===== src/rtl/fifo_ctl_512x8.sv =====
// Single-clock FIFO controller for a 512x8 block RAM with a 2-entry output skid buffer.
// Optional AlmostFull output enabled by defining FIFO_AFULL_EN.
module fifo_ctl_512x8 #(
  parameter int unsigned ADDR_W = 9
`ifdef FIFO_AFULL_EN
  , parameter int unsigned AFULL_LVL = 448
`endif
) (
  input  logic              Clk,
  input  logic              Rst,
  input  logic              Push,
  input  logic [7:0]        PushData,
  output logic              Full,
  output logic              PopValid,
  input  logic              PopReady,
  output logic [7:0]        PopData,
  output logic [ADDR_W:0]   Level,
  output logic              Overflow,
  output logic [ADDR_W-1:0] RAM_WA,
  output logic [7:0]        RAM_WD,
  output logic              RAM_WEN,
  output logic [ADDR_W-1:0] RAM_RA,
  output logic              RAM_RClk_En,
  input  logic [7:0]        RAM_RD
`ifdef FIFO_AFULL_EN
  , output logic            AlmostFull
`endif
);

  localparam int unsigned PTR_W = ADDR_W + 1;
  localparam int unsigned LVL_W = ADDR_W + 1;
  localparam int unsigned DEPTH = 1 << ADDR_W;

  logic [PTR_W-1:0] wptr, rptr, wptr_n, rptr_n;
  logic             rd_pend, rd_pend_n;
  logic             h0_v, h1_v, h0_v_n, h1_v_n;
  logic [7:0]       h0_d, h1_d, h0_d_n, h1_d_n;
  logic             overflow_n;

  logic [PTR_W-1:0] ram_cnt;
  logic [1:0]       skid_cnt;
  logic [LVL_W-1:0] level;
  logic             full, push_ok, pop_fire, rd_en;

  // Occupancy counts everything held: RAM, the read in flight and the skid entries.
  assign ram_cnt  = wptr - rptr;
  assign skid_cnt = {1'b0, h0_v} + {1'b0, h1_v};
  assign level    = LVL_W'(ram_cnt) + LVL_W'(rd_pend) + LVL_W'(skid_cnt);
  assign full     = (level == LVL_W'(DEPTH));
  assign pop_fire = h0_v & PopReady;
  assign push_ok  = Push & ~full;
  // Issue a read only if the skid buffer will have room for its data after this edge.
  assign rd_en    = (ram_cnt != '0) &&
                    ((3'(skid_cnt) + 3'(rd_pend) - 3'(pop_fire)) < 3'd2);

  always_comb begin
    wptr_n     = wptr + PTR_W'(push_ok);
    rptr_n     = rptr + PTR_W'(rd_en);
    rd_pend_n  = rd_en;
    overflow_n = Overflow | (Push & full);
    h0_v_n     = h0_v;
    h0_d_n     = h0_d;
    h1_v_n     = h1_v;
    h1_d_n     = h1_d;
    if (pop_fire) begin
      h0_v_n = h1_v;
      h0_d_n = h1_d;
      h1_v_n = 1'b0;
    end
    if (rd_pend) begin
      if (!h0_v_n) begin
        h0_v_n = 1'b1;
        h0_d_n = RAM_RD;
      end else begin
        h1_v_n = 1'b1;
        h1_d_n = RAM_RD;
      end
    end
  end

  always_ff @(posedge Clk) begin
    if (Rst) begin
      wptr     <= '0;
      rptr     <= '0;
      rd_pend  <= 1'b0;
      h0_v     <= 1'b0;
      h1_v     <= 1'b0;
      h0_d     <= '0;
      h1_d     <= '0;
      Overflow <= 1'b0;
    end else begin
      wptr     <= wptr_n;
      rptr     <= rptr_n;
      rd_pend  <= rd_pend_n;
      h0_v     <= h0_v_n;
      h1_v     <= h1_v_n;
      h0_d     <= h0_d_n;
      h1_d     <= h1_d_n;
      Overflow <= overflow_n;
    end
  end

`ifdef FIFO_AFULL_EN
  logic [LVL_W-1:0] level_n;
  logic             afull_n;

  // Next-cycle level: pushes add, pops remove; RAM-to-skid moves are level-neutral.
  assign level_n = level + LVL_W'(push_ok) - LVL_W'(pop_fire);
  assign afull_n = (level_n >= LVL_W'(AFULL_LVL));

  always_ff @(posedge Clk) begin
    if (Rst) AlmostFull <= 1'b0;
    else     AlmostFull <= afull_n;
  end
`endif

  assign Full        = full;
  assign Level       = level;
  assign PopValid    = h0_v;
  assign PopData     = h0_d;
  assign RAM_WA      = wptr[ADDR_W-1:0];
  assign RAM_WD      = PushData;
  assign RAM_WEN     = push_ok;
  assign RAM_RA      = rptr[ADDR_W-1:0];
  assign RAM_RClk_En = rd_en;

endmodule


===== config.mk =====
export PLATFORM = sky130hd
export DESIGN_NAME = fifo_ctl_512x8
export DESIGN_NICKNAME = d
export VERILOG_FILES = /design/src/rtl/fifo_ctl_512x8.sv
export SDC_FILE = /design/constraint.sdc
export NUM_CORES = 1
export LEC_CHECK = 0
export BUFFER_PORTS_ARGS = -buffer_cell sky130_fd_sc_hd__buf_2
export CORE_ASPECT_RATIO = 0.8
export CORE_MARGIN = 5
export CORE_UTILIZATION = 50
export CTS_CLUSTER_SIZE = 30
export DETAILED_ROUTE_END_ITERATION = 12
export PLACE_DENSITY = 0.77
export RECOVER_POWER = 50
export REMOVE_ABC_BUFFERS = 1
export SETUP_SLACK_MARGIN = 0.05
export SLEW_MARGIN = 30
export SYNTH_ARGS = -nofsm -noshare
export SYNTH_HDL_FRONTEND = slang
export SYNTH_SLANG_ARGS = --single-unit
export TNS_END_PERCENT = 50

===== constraint.sdc =====
create_clock -name Clk -period 6.2 [get_ports Clk]
set_clock_uncertainty 0.15 [all_clocks]
set_input_delay 0.62 -clock Clk [delete_from_list [all_inputs] [get_ports Clk]]
set_output_delay 0.62 -clock Clk [all_outputs]
set_load 0.01 [all_outputs]

Yosys cells after proc, flatten, opt, wreduce, memory -nomap -nowiden
Cells that the tools add are included.
Cells by class
  add/sub/neg operators: 8
  $lt $le $gt $ge: 1
  eq/ne operators: 1
  multiplexer cells: 8
  bitwise logic cells: 5
  reductions and logical operators: 3
Operator list (number)
  adder 10 x 1 -> 10 bit: 3
  two-way mux 8 bit: 3
  adder 10 x 2 -> 10 bit: 1
  == test 10 bit (second input constant): 1
  nonzero test 10 bit: 1
  subtractor 10 bit: 1
  two-way mux 1 bit: 5
  adder 2 x 1 -> 3 bit: 1
  AND 1 bit: 3
  less-than comparator 3 x 2 -> 1 bit (second input constant): 1
  subtractor 3 x 1 -> 3 bit: 1
  adder 1 x 1 -> 2 bit: 1
  AND reduction 2 bit: 1
  logical AND 1 bit: 1
  NOT 1 bit: 1
  bitwise OR 1 bit: 1
Word-level totals
  flip-flop bits (word level): 40
  input port bits: 20
  output and inout bits: 49
  logic and storage cells: 34

Longest topological paths before layout
Gate-level depths: netlist of the first run.
  word-level depth: 7
  depth in mapped cells: 18
  mapped depth without buffers: 18

Least setup slack after synthesis of the first run
No wires, ideal clock.
  kind: flip-flop to flip-flop
  start point: register wptr[0]
  end point: register wptr[6]
  setup time: 0.128 ns
  arrival time: 3.884 ns
  data required time: 5.922 ns
  path slack: 2.039 ns
  stages on the path, launching flop included: 16
  path buffers: 0
  clock period less this slack: 4.161 ns
  cells stage by stage: dfxtp_1 -> inv_1 -> ha_1 -> inv_1 -> fa_1 -> fa_1 -> xnor2_1 -> or4_1 -> or3_1 -> a211oi_1 -> nor2_1 -> ha_1 -> ha_1 -> nand3_1 -> xor2_1 -> nor2_1
Between the ends
  word-level cells in the longest chain between the ends: 7
Ends and longest elaborated chain
  start: declaration: line 34  | logic [PTR_W-1:0] wptr, rptr, wptr_n, rptr_n;
  start signal: assignment: line 92  | wptr <= wptr_n;
  subtractor 10 bit: line 46  | assign ram_cnt = wptr - rptr;
  adder 10 x 1 -> 10 bit: line 48  | assign level = LVL_W'(ram_cnt) + LVL_W'(rd_pend) + LVL_W'(skid_cnt);
  adder 10 x 2 -> 10 bit: line 48
  net Level[2]: line 17  | output logic [ADDR_W:0] Level,
  == test 10 bit: line 49  | assign full = (level == LVL_W'(DEPTH));
  net Full: line 13  | output logic Full,
  NOT 1 bit: line 51  | assign push_ok = Push & ~full;
  AND 1 bit: line 51
  net RAM_WEN: line 21  | output logic RAM_WEN,
  adder 10 x 1 -> 10 bit: line 57  | wptr_n = wptr + PTR_W'(push_ok);
The timed path passes the listed nets, and every way through them passes these cells.
A chain may end at the register's enable or synchronous reset.

Worst setup path in the final report of the first run
  start point: register wptr[0]
  end point: output port RAM_WEN
Between the ends
  word-level cells in the longest chain between the ends: 6
Ends and longest elaborated chain (line)
  subtractor 10 bit: 46
  adder 10 x 1 -> 10 bit: 48
  adder 10 x 2 -> 10 bit: 48
  == test 10 bit: 49
  NOT 1 bit: 51
  AND 1 bit: 51
  end: declaration: 21
Every way passes these cells.

==> results.yml, run 1 <==
status:
  status: "finished, violations left"
  violations: "capacitance limit, slew limit"
routing:
  wl_per_cell_um: 13.84
  drtIter0Drc: 87
  highest-signal-layer: "met4"
  drc_errors: 0
  finalWirelength_mm: 5.385
  met2_length_mm: 2.276
  wl_met3_um: 344
  vias: 2036
  firstDrtPassIters: 4
  antenna_left: 0
  wl_met1_mm: 2.703
  vias_per_cell: 5.234
cts:
  h-tree-depth: 2
  cts_tree: "yes"
  postCtsSetupBuffers: 0
  cts_root_buffer: "clkbuf_8"
  cts_buffers: 5
  post_cts_resize_count: 0
  cts_hold_buf: 0
  clk_latency_ps: 290
  clock_tree.buffer_depth: 2
  clkSlewWorstSetupHoldPaths_ps: 70
  clkSinkCount: 40
floorplanning:
  die_y_um: 73.69
  rows: 23
  pin_count: 69
  start_util_pct: 51.21
  core-area_um2: 4950
  dieArea_um2: 6603
  die_x_um: 89.61
sta:
  timing.setup.tns_ps: 0
  min_period_ps: 4355
  rsz0062_at_grt: "false"
  setup_ws_ps: 1845
  max_freq_ghz: 0.2296
  worst_slew_pin_slew_ps: 1686
  report.final.slew_viol_count: 41
  hold_viol: 0
  relSlewSlack_pct: -12.42
  timing.final.crit_share_pct: 70.24
  finalSetupViolCount: 0
placed_design:
  place.gp.congestion: 0.8331
  dp_hpwl_mm: 4.197
  port_buffers: 52
  placed_cell_area_um2: 2655
  place_ws_ps: 1967
yosys:
  ys_types: 45
  synth_area_leaders: "dfxtp_1, ha_1, buf_4"
  synth_ff_type: "dfxtp_1"
  synth_area_per_cell_um2: 8.450
  yosys_warnings: 0
  synth_seq_cells: 40
  syn_area_um2: 2535
  synth_largest_area_cell: "dfxtp_1"
  yosysTopAreaCellShare_pct: 31.59
  synthArstFlopShare_pct: 0
  synth_edf_count: 0
  synthCells: 300
  ys_seq_area_share_pct: 31.59
layout:
  layout.nets: 366
  post_route_cells_drive_above_1_share_pct: 12.54
  stdcell_area_um2: 2710
  syn_to_final_growth_pct: 6.910
  diodes: 0
power:
  p_leak_uw: 0.001136
  ir_drop_uv: 233.6
  totalPowerFinal_uw: 1038
  powerDensity_nw_per_um2: 382.9
global_routing:
  grt_pass1_wl_mm: 8.728
  antenna_found_initial: 0
  track_usage_pct: 16.87
  grt_pass1_vias: 1872
  grt_overflow: 0
  grt_max_degree: 41
critical_path:
  cp.arrival_ps: 3580
  path_class: "reg -> out"
  crit_start: "wptr[0]"
  critPathMaxFanout: 3
  reg2reg_from: "wptr[0]"
  cp-end-kind: "primary output"
  cp-start-kind: "flop"
  required_ps: 5430
worst_hold_path:
  hold_class: "reg -> reg"
  min_from: "h1_v"
flow_run:
  drv_cap: 1
[layout make-up]
cell class | instances | area [um^2]
fillers | 482 | 2240
multi-input cells | 208 | 1449
flip-flops and latches | 40 | 800.8
repair buffers | 52 | 226.5
well taps | 62 | 77.57
inverters | 20 | 75.07
clock buffers | 5 | 68.82
clock inverters | 2 | 12.51
[routing by layer]
metal | GRT usage (%) | vias up
met2 | 24.03 | 53
met3 | 4.484 | 4
met5 | 0 | -
li1 | - | 1060
met4 | 6.446 | 0
met1 | 24.10 | 919
[report_power, final]
part	internal, uW	total (uW)	switching [uW]
combinational	231	566	335
clock	76.1	164	88.2
sequential	284	308	24.1
[cells by family (layout without fill, tap and decap cells)]
kind of cell	count (synthesis)	after routing	synth area share, %
simple gates	116	116	21.91
buf+inv	52	79	11.55
flops	40	40	31.59
compound gates	35	35	11.16
xor+xnor	30	30	10.37
fa+ha+maj	19	19	10.27
mux	8	8	3.159
[cells in the mapped netlist, drive strengths merged (8+ instances only)]
cell and instances:
inv 19, nand2 25, xnor2 17, buf 26, a311oi 8, mux2i 8, nand3 13, nor2 40
ha 16, xor2 13, dfxtp 40
[cells in the final DEF, fill, tap and decap left out, drive strengths merged, types with 8 or more instances in the layout]
cell    synthesis  layout
nand2          25      25
xnor2          17      17
clkbuf          6      32
dfxtp          40      40
buf            26      25
nand3          13      13
a311oi          8       8
nor2           40      40
mux2i           8       8
xor2           13      13
inv            19      19
ha             16      16
[registers in the layout, summed over array words and instances, names as in the netlist]
| name | cells |
|---|---|
| PopValid | 1 |
| Overflow | 1 |
| rd_pend | 1 |
| rptr | 10 |
| h1_v | 1 |
| wptr | 10 |
| PopData | 8 |
| h1_d | 8 |
[path summary, 6_finish.rpt]
| path | slack, ps | depth (start not counted) | endpoint |
|---|---|---|---|
| setup / recovery | 1850 | 11 | RAM_WEN |
| hold / removal | 330 | 2 | h1_v |
| setup reg to reg | 1920 | 15 | wptr[5] |
| hold reg to reg | 330 | 2 | h1_v |
[critical path, stage by stage (launching register included)]
cell and delay, ps:
dfxtp_1 360, inv_1 50, ha_1 290, inv_1 60, fa_1 430, fa_1 470
xnor2_1 170, or4_1 470, or3_1 360, a211oi_1 320, nor2_1 140, buf_2 170
[stage by stage]
step | utilization [%] | hold slack, ps | cells
floorplan | - | 293.4 | 268
global placement | 53.64 | 303.3 | 382
detailed placement | 53.64 | 310.3 | 382
CTS | 55.28 | 327.4 | 389
global route | 54.75 | 340.4 | 389
finish | 54.75 | 325.5 | 389
Power figures use the tool's default switching activity.
==> run 2: changes to the inputs <==
ABC_AREA = 1   (was default)
CORE_UTILIZATION = 48   (was 50)
PLACE_DENSITY = 0.76   (was 0.77)
clock period = 4 ns   (was 6.2 ns; I/O delays follow)
==> run 2 against run 1 <==
  * The run now ends clean
  * Routed wire length increased by 20%
  * Final cell count increased by 33%
  * Register-to-register slack lost 1900 ps
  * Global-route usage increased by 0.45 points
  * Sequential cell count stayed put
  * Non-clock buffer count increased by 11
  * Sequential power grew 55%
  * Via count increased by 28%
  * Combinational power increased by 71%
  * Hold slack got worse by 96 ps
  * Die area up 9.9%
  * Critical endpoint is now wptr[8]
==> results.yml, run 2 <==
sta:
  hold_viol: 0
  worst_slew_pin_slew_ps: 516.1
  rsz0062_at_grt: "true"
  report.final.slew_viol_count: 0
  setup_ws_ps: 25.72
  min_period_ps: 3974
  max_freq_ghz: 0.2516
  relSlewSlack_pct: 65.60
  timing.final.crit_share_pct: 99.36
  finalSetupViolCount: 0
global_routing:
  antenna_found_initial: 0
  grt_pass1_vias: 2277
  grt_pass1_wl_mm: 10.27
  grt_max_degree: 26
  grt_overflow: 0
  track_usage_pct: 17.32
yosys:
  synth.most_common_cell: "nand2_1"
  synthArstFlopShare_pct: 0
  yosys_warnings: 0
  synth_edf_count: 0
  synth_ff_type: "dfxtp_1"
  synth_area_per_cell_um2: 6.738
  synth_largest_area_cell: "dfxtp_1"
  yosysTopAreaCellShare_pct: 29.56
  synth_seq_cells: 40
  ys_types: 31
  syn_area_um2: 2709
  synthCells: 402
  ys_seq_area_share_pct: 29.56
  synth_area_leaders: "dfxtp_1, nand2_1, inv_1"
  synth_commonest_cells: "nand2_1, inv_1, dfxtp_1, nor2_1, nand3_1"
placed_design:
  dp_hpwl_mm: 4.874
  dp.cells: 503
  port_buffers: 52
  placed_cell_area_um2: 2872
  place.gp.congestion: 0.8478
  place_ws_ps: -117.4
floorplanning:
  die_x_um: 93.99
  die_y_um: 77.19
  start_util_pct: 49.57
  core-area_um2: 5465
  dieArea_um2: 7255
  rows: 24
  pin_count: 69
cts:
  cts_buffers: 5
  clkSlewWorstSetupHoldPaths_ps: 80
  cts_root_buffer: "clkbuf_8"
  cts_hold_buf: 0
  clock_tree.buffer_depth: 2
  clk_latency_ps: 290
  clkSinkCount: 40
  h-tree-depth: 2
  cts_tree: "yes"
critical_path:
  required_ps: 4040
  reg2reg_from: "wptr[0]"
  rrSetupSlack_ps: 30
  cp-start-kind: "flop"
  critPathMaxFanout: 3
  path_class: "reg -> reg"
  cp.arrival_ps: 4010
  r2r_end: "wptr[8]"
  cp-end-kind: "flop"
  rr_worst_depth: 25
routing:
  antenna_left: 0
  firstDrtPassIters: 4
  vias: 2604
  vias_per_cell: 5.027
  drc_errors: 0
  wl_per_cell_um: 12.49
  drtIter0Drc: 143
  finalWirelength_mm: 6.468
layout:
  layout_commonest_cell: "nand2_1"
  syn_to_final_growth_pct: 16.81
  post_route_cells_drive_above_1_share_pct: 24.77
  diodes: 0
  layout.nets: 479
  stdcell_area_um2: 3164
  finalNonFillerCells: 518
  layout_common_cells: "nand2_1, inv_1, buf_2, dfxtp_1, nor2_1"
  reg_top3: "rptr (10), wptr (10)"
worst_hold_path:
  hold_class: "in -> reg"
  min_from: "Push"
  hold_end: "Overflow"
  holdPathStages: 3
power:
  powerDensity_nw_per_um2: 539.8
  ir_drop_uv: 227.1
  p_leak_uw: 0.001505
status:
  status: "complete, no violations"
flow_run:
  drv_cap: 0
==> run 2: changes by cell type after synthesis, moves of 7 or more <==
cell,before,now
nand2_2,0,10
xor2_1,13,3
a31oi_1,1,8
inv_1,19,55
a21oi_1,6,24
o21ai_0,4,14
xnor2_1,17,3
nand3_1,13,34
mux2i_1,8,0
nand2_1,25,87
==> run 2: cell type report <==
cell class / instances / area (um^2)
clock buffers: 5 / 68.82
clock inverters: 2 / 12.51
multi-input cells: 270 / 1623
flip-flops and latches: 40 / 803.3
repair buffers: 63 / 334.1
inverters: 60 / 225.2
well taps: 78 / 97.59
fillers: 509 / 2301
==> run 2: worst max-delay path by stage <==
stage / cells after the start / slack (ps) / start / endpoint
6_report: 25 / 30 / wptr[0] / wptr[8]
5_1_grt: 25 / -220 / wptr[0] / wptr[9]
2_1_floorplan: 25 / 90 / wptr[0] / wptr[8]
3_3_place_gp: 25 / 100 / wptr[0] / wptr[8]
4_1_cts: 25 / 30 / wptr[0] / wptr[8]
3_5_place_dp: 25 / -120 / wptr[0] / wptr[8]
==> run 2: power breakdown <==
part	leakage [uW]	switching [uW]	total [uW]	internal, uW
clock network	0.0000400	146	264	118
registers	0.000326	39.1	478	439
logic	0.00114	595	967	372
==> run 2: per-stage QoR <==
step | TNS, ps | hold slack [ps] | utilization (%) | total power [uW]
after global routing | -578.9 | 232.5 | 57.90 | 1876
after global placement | 0 | 296.5 | 52.54 | 1363
after floorplan | 0 | 284.9 | - | 1122
after CTS | 0 | 229.5 | 54.33 | 1646
after detailed placement | -117.4 | 303.3 | 52.54 | 1384
final | 0 | 229.2 | 57.90 | 1708
==> run 2: what timing repair did <==
item / in CTS / in global routing
pin swaps: 3 / 22
hold endpoints to repair: 0 / 0
setup buffers: 0 / 8
setup endpoints to repair: 2 / 7
gates resized for setup: 5 / 32
==> run 2: cells by family (layout without fill, tap and decap cells) <==
family          count (synthesis)  count (layout)  synth area share, %
simple gates                  192             192                31.46
buf+inv                        92             130                16.35
compound gates                 53              53                11.09
flops                          40              40                29.56
fa+ha+maj                      19              19                9.607
xor+xnor                        6               6                1.940
==> run 2: layer usage <==
metal / GRT usage (%) / share of wire [%]
met1: 23.61 / 48
met4: 3.608 / 0.76
met2: 26.15 / 44
met3: 6.360 / 7.8
met5: 0 / 0
==> run 2: worst max-delay path, cell delays in order (launching register included) <==
cell and delay (ps):
dfxtp_2 340, inv_2 40, ha_4 160, fa_1 570, inv_2 70, ha_4 270, a21oi_4 50, nor2_2 140
nand3_1 100, nor2_2 160, nand3_2 90, nor2_1 110, nand2_1 60, nand2_1 70, nand2_2 60, and2_4 140
nor2_4 130, ha_4 180, ha_4 150, nand2_4 60, nor2_4 130, inv_2 60, nor4_4 250, nand2_1 110
o21ai_1 160, a21oi_1 50
